<file path="config.mk">
export PLATFORM = sky130hd
export DESIGN_NAME = setup_move_sequencer
export DESIGN_NICKNAME = d
export VERILOG_FILES = /design/src/rtl/setup_move_sequencer.sv
export SDC_FILE = /design/constraint.sdc
export NUM_CORES = 1
export LEC_CHECK = 0
export ABC_CLOCK_PERIOD_IN_PS = 9400
export CAP_MARGIN = 20
export CORE_MARGIN = 2
export CORE_UTILIZATION = 42
export DETAILED_ROUTE_END_ITERATION = 10
export PLACE_DENSITY = 0.62
export SLEW_MARGIN = 20
export SYNTH_ARGS = -nofsm -noshare
export SYNTH_HDL_FRONTEND = slang
export SYNTH_SLANG_ARGS = --single-unit
</file>
<file path="constraint.sdc">
create_clock -name clock -period 9.4 [get_ports clock]
set_input_delay 1.41 -clock clock [delete_from_list [all_inputs] [get_ports clock]]
set_output_delay 1.41 -clock clock [all_outputs]
set_load 0.02 [all_outputs]
</file>
<file path="src/rtl/setup_move_sequencer.sv">
// rtl/setup_move_sequencer.sv - plays stored face-turn setup sequences on six stepper drivers (optional RBOT_SETTLE_EN adds a settle wait)
module setup_move_sequencer #(
    parameter int STEPS_PER_QUARTER = 50,
    parameter int STEP_PERIOD       = 65000,
    parameter int GAP_CYCLES        = 6500,
    parameter int SETTLE_CYCLES     = 650000
) (
    input  logic       clock,
    input  logic       reset,
    input  logic       send_setup_moves,
    output logic       done_turning,
    output logic       busy,
    output logic [5:0] obs_index,
    output logic [5:0] motor_step,
    output logic [5:0] motor_dir
);
    localparam int HALF    = STEP_PERIOD / 2;
    localparam int CNT_A   = (HALF > GAP_CYCLES) ? HALF : GAP_CYCLES;
    localparam int CNT_MAX = (CNT_A > SETTLE_CYCLES) ? CNT_A : SETTLE_CYCLES;
    localparam int TW      = $clog2(CNT_MAX + 1);
    localparam int PW      = $clog2(2 * STEPS_PER_QUARTER + 1);

    // Move word: {face[2:0], turn[1:0]}; turn 1 = CW, 3 = CCW, 2 = half.
    localparam logic [4:0] M_U  = 5'd1,  M_UI = 5'd3;
    localparam logic [4:0] M_L  = 5'd5,  M_LI = 5'd7,  M_L2 = 5'd6;
    localparam logic [4:0] M_F  = 5'd9,  M_FI = 5'd11, M_F2 = 5'd10;
    localparam logic [4:0] M_R  = 5'd13, M_RI = 5'd15, M_R2 = 5'd14;
    localparam logic [4:0] M_B  = 5'd17, M_BI = 5'd19, M_B2 = 5'd18;
    localparam logic [4:0] M_END = 5'b11100;

    // Per group: SETUP string then UNDO string, each END-terminated; the
    // single "U" string used for non-first positions sits at the end.
    localparam logic [4:0] ROM [0:101] = '{
        M_END, M_END,
        M_F,  M_BI, M_END, M_B,  M_FI, M_END,
        M_LI, M_R,  M_END, M_RI, M_L,  M_END,
        M_FI, M_B,  M_END, M_BI, M_F,  M_END,
        M_L,  M_RI, M_END, M_R,  M_LI, M_END,
        M_L2, M_R2, M_END, M_L2, M_R2, M_END,
        M_END, M_END,
        M_F,  M_BI, M_L,  M_U,  M_F,  M_BI, M_END,
        M_B,  M_FI, M_UI, M_LI, M_B,  M_FI, M_END,
        M_LI, M_R,  M_F,  M_UI, M_LI, M_R,  M_END,
        M_RI, M_L,  M_U,  M_FI, M_RI, M_L,  M_END,
        M_FI, M_B,  M_R,  M_U,  M_FI, M_B,  M_END,
        M_BI, M_F,  M_UI, M_RI, M_BI, M_F,  M_END,
        M_L,  M_RI, M_BI, M_U,  M_L,  M_RI, M_END,
        M_R,  M_LI, M_UI, M_B,  M_R,  M_LI, M_END,
        M_R2, M_L2, M_F2, M_B2, M_END,
        M_B2, M_F2, M_L2, M_R2, M_END,
        M_U,  M_END
    };
    localparam logic [6:0] SETUP_BASE [0:11] = '{7'd0, 7'd2, 7'd8, 7'd14, 7'd20, 7'd26,
                                                 7'd32, 7'd34, 7'd48, 7'd62, 7'd76, 7'd90};
    localparam logic [6:0] UNDO_BASE  [0:11] = '{7'd1, 7'd5, 7'd11, 7'd17, 7'd23, 7'd29,
                                                 7'd33, 7'd41, 7'd55, 7'd69, 7'd83, 7'd95};
    localparam logic [6:0] U_BASE = 7'd100;

    typedef enum logic [2:0] {
        S_IDLE, S_LOAD, S_STEP_HI, S_STEP_LO, S_GAP,
`ifdef RBOT_SETTLE_EN
        S_SETTLE,
`endif
        S_DONE
    } state_t;

    state_t        state_q, state_d;
    logic [6:0]    ptr_q, ptr_d;
    logic          undo_q, undo_d;
    logic [5:0]    face_q, face_d;
    logic [PW-1:0] pulses_q, pulses_d;
    logic [TW-1:0] timer_q, timer_d;
    logic [5:0]    dir_q, dir_d;
    logic [5:0]    obs_q, obs_d;

    logic [4:0] rom_word;
    logic [5:0] rom_mask;
    logic [3:0] grp;
    logic [5:0] obs_inc;

    assign rom_word = ROM[ptr_q];
    assign rom_mask = 6'b000001 << rom_word[4:2];
    assign grp      = obs_q[5:2];
    assign obs_inc  = (obs_q == 6'd47) ? 6'd0 : obs_q + 6'd1;

    assign obs_index = obs_q;
    assign motor_dir = dir_q;

    // State and datapath registers; reset abandons any move in progress.
    always_ff @(posedge clock) begin
        if (reset) begin
            state_q  <= S_IDLE;
            ptr_q    <= '0;
            undo_q   <= 1'b0;
            face_q   <= '0;
            pulses_q <= '0;
            timer_q  <= '0;
            dir_q    <= '0;
            obs_q    <= '0;
        end else begin
            state_q  <= state_d;
            ptr_q    <= ptr_d;
            undo_q   <= undo_d;
            face_q   <= face_d;
            pulses_q <= pulses_d;
            timer_q  <= timer_d;
            dir_q    <= dir_d;
            obs_q    <= obs_d;
        end
    end

    // Next-state, datapath updates and output decode.
    always_comb begin
        state_d      = state_q;
        ptr_d        = ptr_q;
        undo_d       = undo_q;
        face_d       = face_q;
        pulses_d     = pulses_q;
        timer_d      = timer_q;
        dir_d        = dir_q;
        obs_d        = obs_q;
        motor_step   = 6'd0;
        busy         = 1'b1;
        done_turning = 1'b0;
        case (state_q)
            S_IDLE: begin
                busy = 1'b0;
                if (send_setup_moves) begin
                    state_d = S_LOAD;
                    if (obs_q[1:0] != 2'd0) begin
                        undo_d = 1'b0;
                        ptr_d  = U_BASE;
                    end else if (grp != 4'd0) begin
                        undo_d = 1'b1;
                        ptr_d  = UNDO_BASE[grp - 4'd1];
                    end else begin
                        undo_d = 1'b0;
                        ptr_d  = SETUP_BASE[grp];
                    end
                end
            end
            S_LOAD: begin
                if (rom_word[4:2] == 3'd7) begin
                    if (undo_q) begin
                        undo_d = 1'b0;
                        ptr_d  = SETUP_BASE[grp];
                    end else begin
`ifdef RBOT_SETTLE_EN
                        state_d = S_SETTLE;
                        timer_d = TW'(SETTLE_CYCLES - 1);
`else
                        state_d = S_DONE;
                        obs_d   = obs_inc;
`endif
                    end
                end else begin
                    face_d   = rom_mask;
                    dir_d    = (rom_word[1:0] == 2'd3) ? (dir_q & ~rom_mask) : (dir_q | rom_mask);
                    pulses_d = (rom_word[1:0] == 2'd2) ? PW'(2 * STEPS_PER_QUARTER)
                                                       : PW'(STEPS_PER_QUARTER);
                    timer_d  = TW'(HALF - 1);
                    state_d  = S_STEP_HI;
                end
            end
            S_STEP_HI: begin
                motor_step = face_q;
                if (timer_q == '0) begin
                    timer_d = TW'(HALF - 1);
                    state_d = S_STEP_LO;
                end else begin
                    timer_d = timer_q - 1'b1;
                end
            end
            S_STEP_LO: begin
                if (timer_q == '0) begin
                    pulses_d = pulses_q - 1'b1;
                    if (pulses_q == PW'(1)) begin
                        timer_d = TW'(GAP_CYCLES - 1);
                        state_d = S_GAP;
                    end else begin
                        timer_d = TW'(HALF - 1);
                        state_d = S_STEP_HI;
                    end
                end else begin
                    timer_d = timer_q - 1'b1;
                end
            end
            S_GAP: begin
                if (timer_q == '0) begin
                    ptr_d   = ptr_q + 7'd1;
                    state_d = S_LOAD;
                end else begin
                    timer_d = timer_q - 1'b1;
                end
            end
`ifdef RBOT_SETTLE_EN
            S_SETTLE: begin
                if (timer_q == '0) begin
                    state_d = S_DONE;
                    obs_d   = obs_inc;
                end else begin
                    timer_d = timer_q - 1'b1;
                end
            end
`endif
            S_DONE: begin
                busy         = 1'b0;
                done_turning = 1'b1;
                state_d      = S_IDLE;
            end
            default: state_d = S_IDLE;
        endcase
    end
endmodule

</file>
[Yosys cells after proc, flatten, opt, wreduce, memory -nomap -nowiden]
Memory sizes are Yosys's and may differ from the RTL's.
Index checks and enable logic that the tools add are counted.
Cells by class
  shift operators: 1
  order comparisons: 3
  $add $sub $neg: 5
  multiplexer cells: 41
  bitwise logic cells: 8
  equality and inequality tests: 19
  reductions and logical operators: 16
Operators by type and width (count)
  7-bit 2-to-1 mux: 13
  20-bit 2-to-1 mux: 4
  20-bit case mux with 4 select lines: 1
  3-bit 2-to-1 mux: 7
  7-bit case mux with 3 select lines: 1
  20-bit zero test: 1
  20-bit by 1-bit subtractor with 20-bit output (second input constant): 1
  6-bit 2-to-1 mux: 3
  2-bit inequality test (second input constant): 8
  15-bit 2-to-1 mux: 1
  3-bit case mux with 5 select lines: 1
  7-bit case mux with 2 select lines: 1
  3-bit AND reduction: 4
  5-bit greater-or-equal comparator (second input constant): 2
  5-bit 2-to-1 mux: 2
  4-bit NOT with 5-bit output: 2
  5-bit AND reduction: 2
  3-bit equality test (second input constant): 3
  8-bit greater-or-equal comparator (second input constant): 1
  7-bit NOT with 8-bit output: 1
  4-bit nonzero test: 2
  7-bit by 1-bit adder with 7-bit output (second input constant): 1
  7-bit by 1-bit equality test with 1-bit output (second input constant): 1
  7-bit by 1-bit subtractor with 7-bit output (second input constant): 1
  other kinds (19): 29
Word-level totals
  word-level logic and storage cells: 104
  register bits: 56
  output and inout bits: 20
  memories kept: 3
  bits in read-only memories: 864
Memories
  (no name shown): words 128, bits a word 5, read ports 1, clocked after Yosys merged registers in 0, wr ports 0, line 81  | assign rom_word = ROM[ptr_q];
  (no name shown): words 16, bits a word 7, read ports 1, clocked after Yosys merged registers in 0, wr ports 0, line 146  | ptr_d = SETUP_BASE[grp];
  (no name shown): words 16, bits a word 7, read ports 1, clocked after Yosys merged registers in 0, wr ports 0, line 135  | ptr_d = UNDO_BASE[grp - 4'd1];

[Logic depth before layout (Yosys ltp)]
Gate-level depths: netlist of run 1.
  depth after elaboration: 9
  depth in mapped cells: 12
  mapped depth without buffers: 9

[Worst setup path after synthesis of run 1]
OpenSTA, ideal clock, no wires.
  kind: reg2reg
  start: reg ptr_q[1]
  end: reg timer_q[8]
  cell stages (with the launch flop): 13
  path slack: 6259 ps
  period minus slack after synthesis: 3141 ps
  arrival time: 3018 ps
  required time: 9277 ps
  cell sequence: dfxtp_1 -> buf_2 -> inv_1 -> ha_1 -> buf_2 -> nor2b_1 -> o21ba_2 -> o311ai_0 -> o31a_2 -> nand3_2 -> o21ai_2 -> buf_6 -> mux2_1
Between the ends
  cells in the longest elaborated chain, start to end: 7
Ends and longest elaborated chain
  from (decl): line 68  | logic [6:0] ptr_q, ptr_d;
  from (signal assigned): line 102  | ptr_q <= ptr_d;
  7-bit NOT with 8-bit output (implied by the code): line 81
  memory read 128 x 5 bit
  5-bit 2-to-1 mux (implied by the code) (2 in series): line 81
  3-bit equality test: line 143  | if (rom_word[4:2] == 3'd7) begin
  2-bit inequality test (no line)
  3-bit AND reduction (no line)
  to (signal assigned): line 106  | timer_q <= timer_d;
  to (decl): line 72  | logic [TW-1:0] timer_q, timer_d;
No other way between the ends. The select of a mux whose other input is x is not followed.
A chain may end at the register's enable or synchronous reset.

[Worst setup path after layout of run 1]
Same ends and word-level chain as after synthesis.

==> out/summary.txt, run 1 <==
Wirelength per Cell: 17.7 um
Post-CTS Setup Repair Bufs: 0
Share of cells above drive strength 1: 0.0803
Setup WS post-layout: 5.28 ns
Post-DP HPWL: 9820 um
Clock transition at path regs: 0.07 ns
CP startpoint: ptr_q[1]$_SDFFE_PP0P_
Worst Tran Pin Value: 0.821 ns
Compound-Gate Fraction of Synth Area: 0.264
CTS Buffer Depth: 2
Worst Hold Class: register to register
Post-synth EDFFs: 0
Num CTS Buffers: 5
Initial antenna violation count: 0
Fin Hold WS: 0.460 ns
CTS Sinks: 56
Main synth FF type: dfxtp_1
CTS tree: built
Unrepaired setup endpoints after global routing: no
Setup crit start kind: register
Hold_buf cts: 0
CP Max Fanout: 17
Core Area: 0.0114 mm2
Reg2reg start: ptr_q[1]$_SDFFE_PP0P_
Post-Route Skew: 0.00792 ns
Worst Path Buf+Inv: 1
Crit path max-delay cell type: dfxtp_1
Syn Inst Count: 645
Nets@finish: 658
FILL cells: 1,184
H-tree Lvls: 2
Main combinational cell family by area after synthesis: simple AND/OR/NAND/NOR gates
Leakage: 1.81 nW
Number of gates resized after CTS: 0
Initial core utilization: 0.429
Rel. slew slack: 0.450
Slowest stage delay, CP: 0.71 ns
Syn nets: 668
Unique cell type count in the Yosys netlist: 87
Synth Cell Area: 0.00490 mm2
Yosys top cell area share: 0.229
Hold Fails Final Rpt: 0
CP endpoint kind: register
Post-Route WL: 13,800 um
Pwr/cell area: 275 mW/mm2
PortBufs: 22
Synth Register Bits: 56
Clk root buf: clkbuf_16
VDD IR max: 0.000165 V
Antenna Cells: 0
Final critical-path share of the clock period: 0.439
Minimum clock period: 4.12 ns
Count leader, synth: nor2_1
Dominant cell type by area after synthesis: dfxtp_1
Die height: 112 um
Sequential-to-total area share from yosys stat: 0.229
Post-Synth Simple-Gate Area: 0.302
Mux cell area share after synthesis: 0.0695
Io pins: 23
Fraction of registers with async set or reset after synthesis: 0
Post-Synth XOR/XNOR Area: 0.0215
Dominant cells by area after synthesis: dfxtp_1 23%, ha_1 5.1%, a21oi_1 4.8%, nor2_1 4.7%, nand2_1 4.4%
Clock Latency Late Sink: 0.30 ns
Syn-to-layout area delta: 7.20%
Number of global-route vias before repair: 4,629
Largest net degree at the start of global routing: 57
Worst EP required: 9.59 ns
Post-Route Setup TNS: 0 ns
GPL Wtd Cong: 0.885
CP top delay family: compound AO/OA/AOI/OAI gates
First-pass GRT wire length: 23,200 um
Number of synthesis warnings: 0
Critical path arrival: 4.31 ns
Post-Synth Adder-Cell Area: 0.0511
First-pass detailed-route iteration total: 5
Commonest cells in the synthesized netlist: 61 x nor2_1, 58 x nand2_1, 56 x dfxtp_1
DR iter-0 viols: 432
Outcome: finished clean
Avg Inst Size Synth: 7.59 um2
Final ANT Viol Nets: 0
Via density per instance: 6.24
Max-slew violations: 0
Max cap viols: 0
Worst-path cell chain: inv_1, ha_1, nor2b_1, o21ba_2, o311ai_0, o31a_2, nand3_2, o21ai_2, mux2_1
Total die area: 0.0125 mm2
GRT overflow: 0
Vias: 4,857
Total track usage: 0.221
Setup Crit Path Kind: register to register
Remaining DRCs: 0
F_max: 0.242 GHz
Die X: 112 um
Dpl ws: 5.42 ns
Num rows: 39
Finish-stage setup viols: 0
[per-stage QoR]
stage                     instance area (um2)  total power, mW  cells  utilization
after detailed placement                 5110             1.25    771        0.448
after global placement                   5110             1.23    771        0.448
after floorplan                          4900             1.04    645            -
after CTS                                5250             1.44    778        0.460
after global routing                     5250             1.56    778        0.460
final                                    5250             1.44    778        0.460
[metal layers]
layer  part of all wire  wire [um]  vias to the layer above  global-route usage
li1                   -          -                     2391                   -
met1               0.46       6330                     2317               0.294
met2               0.49       6700                      131               0.375
met3              0.040        548                       18              0.0261
met4              0.016        225                        0              0.0675
met5                  0          0                        -                   0
[worst min-delay path, cell delays in order (launching register included)]
cell	delay, ns
dfxtp_1	0.31
nand2_1	0.05
mux2i_1	0.05
[report_power, final]
part | switching (mW) | internal, mW
clock | 0.0909 | 0.0989
sequential | 0.0837 | 0.287
combinational | 0.562 | 0.322
[path summary, 6_finish.rpt]
| check | slack (ns) | end | cells past startpoint |
|---|---|---|---|
| worst min register to register | 0.46 | register | 2 |
| worst max register to register | 5.28 | timer_q[8]$_SDFFE_PP0P_ | 9 |
| worst max-delay path | 5.28 | timer_q[8]$_SDFFE_PP0P_ | 9 |
| worst min-delay path | 0.46 | register | 2 |
[area by class of cell]
| cell class | instances | area (um2) | share of cell area |
|---|---|---|---|
| clock buffer | 6 | 129 | 0.0245 |
| clock inverter | 1 | 8.76 | 0.00167 |
| inverter | 25 | 93.8 | 0.0179 |
| multi-input combinational | 520 | 3470 | 0.660 |
| sequential | 56 | 1120 | 0.213 |
| tap | 143 | 179 | 0.0341 |
| timing repair buffer | 27 | 253 | 0.0481 |
[layout by cell type, fill, tap and decap left out, drive strengths merged, types with 16 or more instances in the layout]
| master | count |
|---|---|
| nor2 | 62 |
| nand2 | 59 |
| dfxtp | 56 |
| a21oi | 49 |
| o21ai | 27 |
| nor3 | 27 |
| inv | 23 |
| clkdlybuf4s50 | 21 |
| nand3 | 21 |
| ha | 20 |
| mux2i | 16 |
[kinds of logic after synthesis]
kind of cell / Yosys count
XOR/XNOR: 12
buffers and inverters: 69
AND/OR/NAND/NOR: 277
AO/OA/AOI/OAI: 181
flip-flops: 56
multiplexers: 30
adder cells (fa/ha/maj): 20
(Power assumes the default switching activity.)
==> run 2: changes to the inputs <==
--- a/config.mk
+++ b/config.mk
@@ -5,12 +5,12 @@
 export SDC_FILE = /design/constraint.sdc
 export NUM_CORES = 1
 export LEC_CHECK = 0
-export ABC_CLOCK_PERIOD_IN_PS = 9400
+export ABC_CLOCK_PERIOD_IN_PS = 3400
 export CAP_MARGIN = 20
 export CORE_MARGIN = 2
 export CORE_UTILIZATION = 42
 export DETAILED_ROUTE_END_ITERATION = 10
-export PLACE_DENSITY = 0.62
+export PLACE_DENSITY = 0.64
 export SLEW_MARGIN = 20
 export SYNTH_ARGS = -nofsm -noshare
 export SYNTH_HDL_FRONTEND = slang
==> constraint.sdc (replaced) <==
create_clock -name clock -period 3.4 [get_ports clock]
set_input_delay 0.51 -clock clock [delete_from_list [all_inputs] [get_ports clock]]
set_output_delay 0.51 -clock clock [all_outputs]
set_load 0.02 [all_outputs]
==> out/summary.txt, run 2 (synthesis gave the netlist of run 1 again) <==
Most frequent cells in the layout: 61 x nor2_1, 58 x nand2_1, 56 x dfxtp_1, 47 x a21oi_1, 26 x o21ai_0
Total die area: 0.0125 mm2
CTS Buffer Depth: 2
Number of global-route vias before repair: 4,730
Pwr/cell area: 778 mW/mm2
Unrepaired setup endpoints after global routing: no
Antenna Cells: 0
Post-Route Setup TNS: 0 ns
First-pass GRT wire length: 23,700 um
RR Endpoint: pulses_q[1]$_SDFFE_PP0P_
Post-Route WL: 14,300 um
Finish-stage setup viols: 0
Core Area: 0.0114 mm2
Post-DP HPWL: 10,300 um
Reg2reg start: ptr_q[1]$_SDFFE_PP0P_
Minimum clock period: 3.11 ns
Wirelength per Cell: 18.0 um
VDD IR max: 0.000542 V
First-pass detailed-route iteration total: 7
Comb power frac: 0.612
Initial core utilization: 0.429
Die X: 112 um
Outcome: finished clean
Clk root buf: clkbuf_16
Largest net degree at the start of global routing: 44
Share of cells above drive strength 1: 0.109
Post-CTS Setup Repair Bufs: 0
PortBufs: 22
CP endpoint kind: register
F_max: 0.321 GHz
Cells on worst reg2reg path: 9
Switching share of power: 0.493
Nets@finish: 676
CP startpoint: ptr_q[1]$_SDFFE_PP0P_
Worst Tran Pin Value: 0.776 ns
CTS Sinks: 56
Final ANT Viol Nets: 0
Leakage: 1.92 nW
Max cap viols: 0
Initial antenna violation count: 0
Post-Route Skew: 0.00858 ns
Syn-to-layout area delta: 11.0%
Total track usage: 0.226
Io pins: 23
R2R setup slack: 0.29 ns
Die height: 112 um
Clock transition at path regs: 0.08 ns
Rel. slew slack: 0.479
Critical path arrival: 3.32 ns
Max-slew violations: 0
Number of gates resized after CTS: 0
Core Util, Final: 0.476
GPL Wtd Cong: 0.941
Worst EP required: 3.61 ns
Worst Hold Class: register to register
Hold Fails Final Rpt: 0
GRT overflow: 0
Num rows: 39
Via density per instance: 6.22
Setup Crit Path Kind: register to register
Sequential share of power: 0.238
Clock power share: 0.151
H-tree Lvls: 2
Setup crit start kind: register
Net switching power: 2.09 mW
Clock Latency Late Sink: 0.31 ns
FILL cells: 1,162
Hold_buf cts: 0
Vias: 4,958
Final critical-path share of the clock period: 0.916
Remaining DRCs: 0
Num CTS Buffers: 5
P_int: 2.14 mW
Hold path depth: 2
DR iter-0 viols: 519
Most common cell after layout, fill and taps aside: nor2_1
CP Max Fanout: 16
CTS tree: built
==> run 2: cell types whose count changed in the layout (fill, tap and decap cells not counted), sizes merged <==
cell    change
buf        +18
bufinv      +1
clkbuf      -1
inv         +1
==> run 2: through the flow <==
step	worst slack, ns	power (mW)	instances	instance area (um2)	hold slack, ns
floorplan	0.259	2.88	645	4900	0.442
global placement	0.318	3.53	789	5260	0.452
detailed placement	0.296	3.57	789	5260	0.458
CTS	0.279	4.22	797	5440	0.471
global route	0.00256	4.56	797	5440	0.496
finish	0.286	4.23	797	5440	0.469
==> run 2: critical path: stages, from the launching register on <==
cell	delay, ns
dfxtp_1	0.33
buf_4	0.22
ha_1	0.47
nor2_1	0.07
a21oi_1	0.22
o311ai_0	0.20
a32oi_1	0.47
and3_4	0.41
a31oi_1	0.25
a221oi_1	0.36
==> run 2: power by group through the flow <==
stage | registers (mW) | logic [mW] | clock network (mW)
final | 1.01 | 2.59 | 0.639
after global routing | 1.03 | 2.85 | 0.676
after CTS | 0.998 | 2.57 | 0.648
after detailed placement | 1.01 | 2.56 | 0
after global placement | 1.01 | 2.52 | 0
after floorplan | 0.928 | 1.95 | 0
==> run 2: routing by layer <==
| layer | GRT usage | vias to the layer above | share of wire |
|---|---|---|---|
| met5 | 0 | - | 0 |
| met4 | 0.0675 | 0 | 0.017 |
| met3 | 0.0289 | 22 | 0.041 |
| met2 | 0.385 | 146 | 0.49 |
| met1 | 0.301 | 2372 | 0.45 |
| li1 | - | 2418 | - |
==> run 2: cell type report <==
class / instances / area [um2] / share of cell area
Multi-Input combinational cell: 520 / 3470 / 0.638
Sequential cell: 56 / 1120 / 0.206
Timing Repair Buffer: 45 / 400 / 0.0736
Tap cell: 143 / 179 / 0.0329
Clock buffer: 5 / 125 / 0.0230
Inverter: 25 / 93.8 / 0.0173
Clock inverter: 3 / 50.0 / 0.00921
==> run 2: how the worst max path moves through the flow <==
stage	end	slack [ns]	cells past startpoint
floorplan	timer_q[8]$_SDFFE_PP0P_	0.26	12
global placement	obs_index[4]$_SDFFE_PP0P_	0.32	9
detailed placement	pulses_q[1]$_SDFFE_PP0P_	0.30	9
CTS	pulses_q[1]$_SDFFE_PP0P_	0.28	9
global route	pulses_q[1]$_SDFFE_PP0P_	0.003	9
finish	pulses_q[1]$_SDFFE_PP0P_	0.29	9
==> run 3: changes to the inputs <==
--- a/config.mk
+++ b/config.mk
@@ -10,7 +10,8 @@
 export CORE_MARGIN = 2
 export CORE_UTILIZATION = 42
 export DETAILED_ROUTE_END_ITERATION = 10
-export PLACE_DENSITY = 0.64
+export DONT_BUFFER_PORTS = 1
+export PLACE_DENSITY = 0.62
 export SLEW_MARGIN = 20
 export SYNTH_ARGS = -nofsm -noshare
 export SYNTH_HDL_FRONTEND = slang
==> constraint.sdc (replaced) <==
create_clock -name clock -period 3.4 [get_ports clock]
set_input_delay 0.68 -clock clock [delete_from_list [all_inputs] [get_ports clock]]
set_output_delay 0.68 -clock clock [all_outputs]
set_load 0.02 [all_outputs]
==> out/summary.txt, run 3 (synthesis gave the netlist of run 1 again) <==
Number of global-route vias before repair: 4,541
Hold_buf cts: 0
CTS Buffer Depth: 2
Initial antenna violation count: 0
Setup Crit Path Kind: register to register
Initial core utilization: 0.429
Worst Hold Class: input port to register
Clock power share: 0.146
Die X: 112 um
Share of cells above drive strength 1: 0.112
Clock Latency Late Sink: 0.30 ns
Vias: 4,935
GRT overflow: 0
VDD IR max: 0.000483 V
Wirelength per Cell: 18.4 um
CTS Sinks: 56
PortBufs: 0
Max cap viols: 0
Most frequent cells in the layout: 61 x nor2_1, 58 x nand2_1, 56 x dfxtp_1, 47 x a21oi_1, 26 x o21ai_0
Comb power frac: 0.606
Post-Route WL: 14,300 um
Total track usage: 0.222
Reg2reg start: ptr_q[1]$_SDFFE_PP0P_
Die height: 112 um
Pwr Total: 4.13 mW
Post-DP HPWL: 10,200 um
F_max: 0.325 GHz
Antenna Cells: 0
CP Max Fanout: 14
Worst EP required: 3.62 ns
First-pass GRT wire length: 23,300 um
Hold EP: obs_index[1]$_SDFFE_PP0P_
Outcome: finished clean
Final critical-path share of the clock period: 0.905
CTS tree: built
Total die area: 0.0125 mm2
Unrepaired setup endpoints after global routing: no
Core Area: 0.0114 mm2
Syn-to-layout area delta: 6.41%
First-pass detailed-route iteration total: 5
Minimum clock period: 3.08 ns
Hold path depth: 1
Post-Route Setup TNS: 0 ns
Via density per instance: 6.36
Rel. slew slack: 0.418
Largest net degree at the start of global routing: 57
DR iter-0 viols: 455
Switching share of power: 0.496
Num CTS Buffers: 5
Core Util, Final: 0.456
Critical path arrival: 3.29 ns
Number of gates resized after CTS: 0
Hold Fails Final Rpt: 0
Most common cell after layout, fill and taps aside: nor2_1
Sequential share of power: 0.248
Num rows: 39
Cells on worst reg2reg path: 9
H-tree Lvls: 2
Clock transition at path regs: 0.08 ns
Nets@finish: 655
Worst hold start: reset
Final ANT Viol Nets: 0
Clk root buf: clkbuf_16
R2R setup slack: 0.32 ns
GPL Wtd Cong: 0.946
Post-Route Skew: 0.00914 ns
Worst Tran Pin Value: 0.866 ns
Io pins: 23
P_int: 2.08 mW
RR Endpoint: pulses_q[2]$_SDFFE_PP0P_
CP endpoint kind: register
Setup crit start kind: register
Post-CTS Setup Repair Bufs: 0
Max-slew violations: 0
Remaining DRCs: 0
Net switching power: 2.05 mW
Finish-stage setup viols: 0
Pwr/cell area: 793 mW/mm2
Leakage: 1.85 nW
==> run 3: cell types whose count changed in the layout (fill, tap and decap cells not counted), sizes merged <==
cell,delta
clkdlybuf4s50,-21
clkinvlp,+1
inv,-1
==> run 3: through the flow <==
step           setup slack, ns  instance area, um2  instances  hold slack [ns]
3_3_place_gp             0.367                5040        768            0.458
6_report                 0.323                5210        776            0.461
3_5_place_dp             0.390                5040        768            0.458
2_1_floorplan            0.259                4900        645            0.442
4_1_cts                  0.378                5210        776            0.439
5_1_grt                  0.204                5210        776            0.441
==> run 3: routing by layer <==
| layer | up-vias | global-route usage | part of all wire |
|---|---|---|---|
| li1 | 2372 | - | - |
| met1 | 2378 | 0.294 | 0.45 |
| met2 | 170 | 0.385 | 0.49 |
| met3 | 15 | 0.0283 | 0.050 |
| met4 | 0 | 0.0528 | 0.011 |
| met5 | - | 0 | 0 |
==> run 3: area by class of cell <==
type                    instances  area [um2]
fillers                      1168        6210
multi-input cells             520        3470
flip-flops and latches         56        1120
repair buffers                 24         180
well taps                     143         179
clock buffers                   5         125
inverters                      25        93.8
clock inverters                 3        46.3
==> run 3: power groups by stage <==
| stage | clock network [mW] | logic (mW) | registers (mW) |
|---|---|---|---|
| 6_report | 0.602 | 2.50 | 1.02 |
| 3_5_place_dp | 0 | 2.47 | 1.03 |
| 5_1_grt | 0.637 | 2.76 | 1.05 |
| 2_1_floorplan | 0 | 1.95 | 0.928 |
| 3_3_place_gp | 0 | 2.43 | 1.02 |
| 4_1_cts | 0.618 | 2.48 | 1.02 |
==> run 3: worst max path at each step <==
| stage | start | depth (start not counted) | end |
|---|---|---|---|
| 2_1_floorplan | ptr_q[1]$_SDFFE_PP0P_ | 12 | timer_q[8]$_SDFFE_PP0P_ |
| 3_3_place_gp | ptr_q[1]$_SDFFE_PP0P_ | 9 | pulses_q[2]$_SDFFE_PP0P_ |
| 3_5_place_dp | ptr_q[3]$_SDFFE_PP0P_ | 8 | ptr_q[3]$_SDFFE_PP0P_ |
| 4_1_cts | ptr_q[1]$_SDFFE_PP0P_ | 9 | pulses_q[2]$_SDFFE_PP0P_ |
| 5_1_grt | ptr_q[3]$_SDFFE_PP0P_ | 9 | timer_q[5]$_SDFFE_PP0P_ |
| 6_report | ptr_q[1]$_SDFFE_PP0P_ | 9 | pulses_q[2]$_SDFFE_PP0P_ |
==> run 3: worst max-delay path, stage by stage, from the launching register on <==
cell and delay [ns]:
dfxtp_1 0.38, buf_4 0.22, ha_1 0.48, inv_1 0.10
mux4_2 0.48, a32o_1 0.22, o31ai_1 0.41, a21oi_1 0.24
a31o_2 0.26, a211oi_1 0.20
==> patch, RTL diff (config.mk and constraints of run 2) <==
Set the parameter `STEPS_PER_QUARTER` to 25 (it was 50).
--- a/src/rtl/setup_move_sequencer.sv
+++ b/src/rtl/setup_move_sequencer.sv
@@ -1,6 +1,6 @@
 // rtl/setup_move_sequencer.sv - plays stored face-turn setup sequences on six stepper drivers (optional RBOT_SETTLE_EN adds a settle wait)
 module setup_move_sequencer #(
-    parameter int STEPS_PER_QUARTER = 50,
+    parameter int STEPS_PER_QUARTER = 25,
     parameter int STEP_PERIOD       = 65000,
     parameter int GAP_CYCLES        = 6500,
     parameter int SETTLE_CYCLES     = 650000
Function: same outputs for any inputs over 10 cycles, from zero or initial values and one cycle with reset high; that may be too few to reach the edited logic, so the function may still have changed.
==> patch against run 2 <==
  * Critical path depth increased by 1
  * Area after synthesis decreased by 5.4%
  * Sequential power rose by 4%
  * Clock power is 42% lower
  * Final area decreased by 8.3%
  * Power increased by 8.1%
  * Die area shrank 5.2%
  * Sequential cell count fell by 1
  * Worst setup slack got worse by 58 ps
  * Routed wire length shrank 12%
  * Highest routed layer unchanged
==> patch: results (changes against run 2) <==
Status
  – Outcome: finished, final reports clean

Routing
  – First-pass detailed-route iteration total: 5 (-2)
  – Final wirelength: 12600 um (-12%)
  – Vias per std cell: 6.11 (-1.8%)
  – DR vias: 4659 (-6.0%)
  – Iteration-0 DRC Markers: 311 (-40%)

Synthesis
  – Most area-consuming cells after synthesis: dfxtp_1, a21oi_1, ha_1
  – Synth Area in XOR/XNOR: 0.0227 (+0.00122)
  – Seq/Total Area, Yosys: 0.238 (+0.00872)
  – Post-synth ARST share: 0 (unchanged)
  – Post-Synth Adder-Cell Area: 0.0540 (+0.00291)
  – Synth Area in Compound Gates: 0.293 (+0.0296)
  – Multiplexer share of the synthesized area: 0.0462 (-0.0233)
  – Yosys reg bits: 55 (-1.8%)
  – Post-Syn Instances: 622 (-3.6%)
  – Most frequent cells after synthesis: nand2_1, a21oi_1, dfxtp_1
  – Synth cell types: 88 (+1.1%)

Final layout
  – Non-Clock Buffer Count: 35 (-22%)
  – Multi-Input Combinational: 504 (-3.1%)
  – Layout cells sized above 1: 0.0819 (-0.0267)
  – # clk buffers: 6 (+1)
  – Buffering overhead: 0.0663 (-0.00737)
  – Inverters: 21 (-16%)
  – Final clock-cell share: 0.0171 (-0.0151)
  – Fraction of area in registers: 0.221 (+0.0147)
  – Filler Cells Inserted: 1101 (-5.2%)
  – Fraction of area in multi-input gates: 0.645 (+0.00699)

Setup path
  – Worst EP arrival: 3400 ps (+80 ps)
  – Worst-path fanout max: 13 (-3)
  – Peak per-stage delay on the critical path: 540 ps (+70 ps)
  – Crit-path leading delay family: compound AO/OA/AOI/OAI gates
  – Crit-path slowest cell: a21oi_2

Pwr
  – Leak: 0.00171 uW (-11%)
  – VDD IR max: 0.000364 V (-33%)
  – Net Sw Power: 2410 uW (+15%)
  – Clock network power share: 0.081 (-0.070)
  – Clk power: 370 uW (-42%)
  – Flop pwr share: 0.230 (-0.008)

Clock network
  – Clk slew on worst S/H paths: 110 ps (+30 ps)
  – Clk root buf: clkbuf_8

Global routing
  – Met1 usage: 0.308 (+0.00739)
  – Vias in the first global route: 4290 (-9.3%)
  – Global routing usage on met2: 0.361 (-0.0235)
  – First-pass GRT wire length: 21300 um (-10%)
  – Routing usage on met3: 0.0233 (-0.00554)
  – Largest net degree at the start of global routing: 50 (+14%)
  – GRT Util Overall: 0.220 (-0.00650)

Placement
  – Routability cong.: 0.954 (+1.4%)
  – Detail Placement HPWL: 9200 um (-11%)
  – Dpl cells: 755 (-4.3%)

STA
  – Max_slew headroom: 0.344 (-0.134)
  – Skew final: 8.13 ps (-0.447 ps)
[patch: per-layer routing]
metal	part of all wire	vias up	wire length [um]
li1	-	2292	-
met1	0.48	2219	6070
met2	0.46	129	5850
met3	0.043	19	542
met4	0.013	0	170
met5	0	-	0
[patch: logic make-up (layout without fill, tap and decap cells)]
family | Yosys count | count (layout)
AO/OA/AOI/OAI | 203 | 203
XOR/XNOR | 12 | 12
adder cells (fa/ha/maj) | 20 | 20
buffers and inverters | 63 | 64
flip-flops | 55 | 55
multiplexers | 20 | 20
AND/OR/NAND/NOR | 249 | 249
[patch: path summary, 6_finish.rpt]
kind	start	slack [ps]	to	cells after the start
worst max register to register	ptr_q[1]	230	timer_q[12]	10
worst min register to register	register	460	register	2
worst min-delay path	register	460	register	2
worst max-delay path	ptr_q[1]	230	timer_q[12]	10
[patch: per-stage QoR]
stage | cell area (sq um) | setup WS [ps]
after floorplan | 4630 | 435
after detailed placement | 4900 | 256
after CTS | 4980 | 245
after global routing | 4980 | 36.3
after global placement | 4900 | 367
final | 4980 | 228
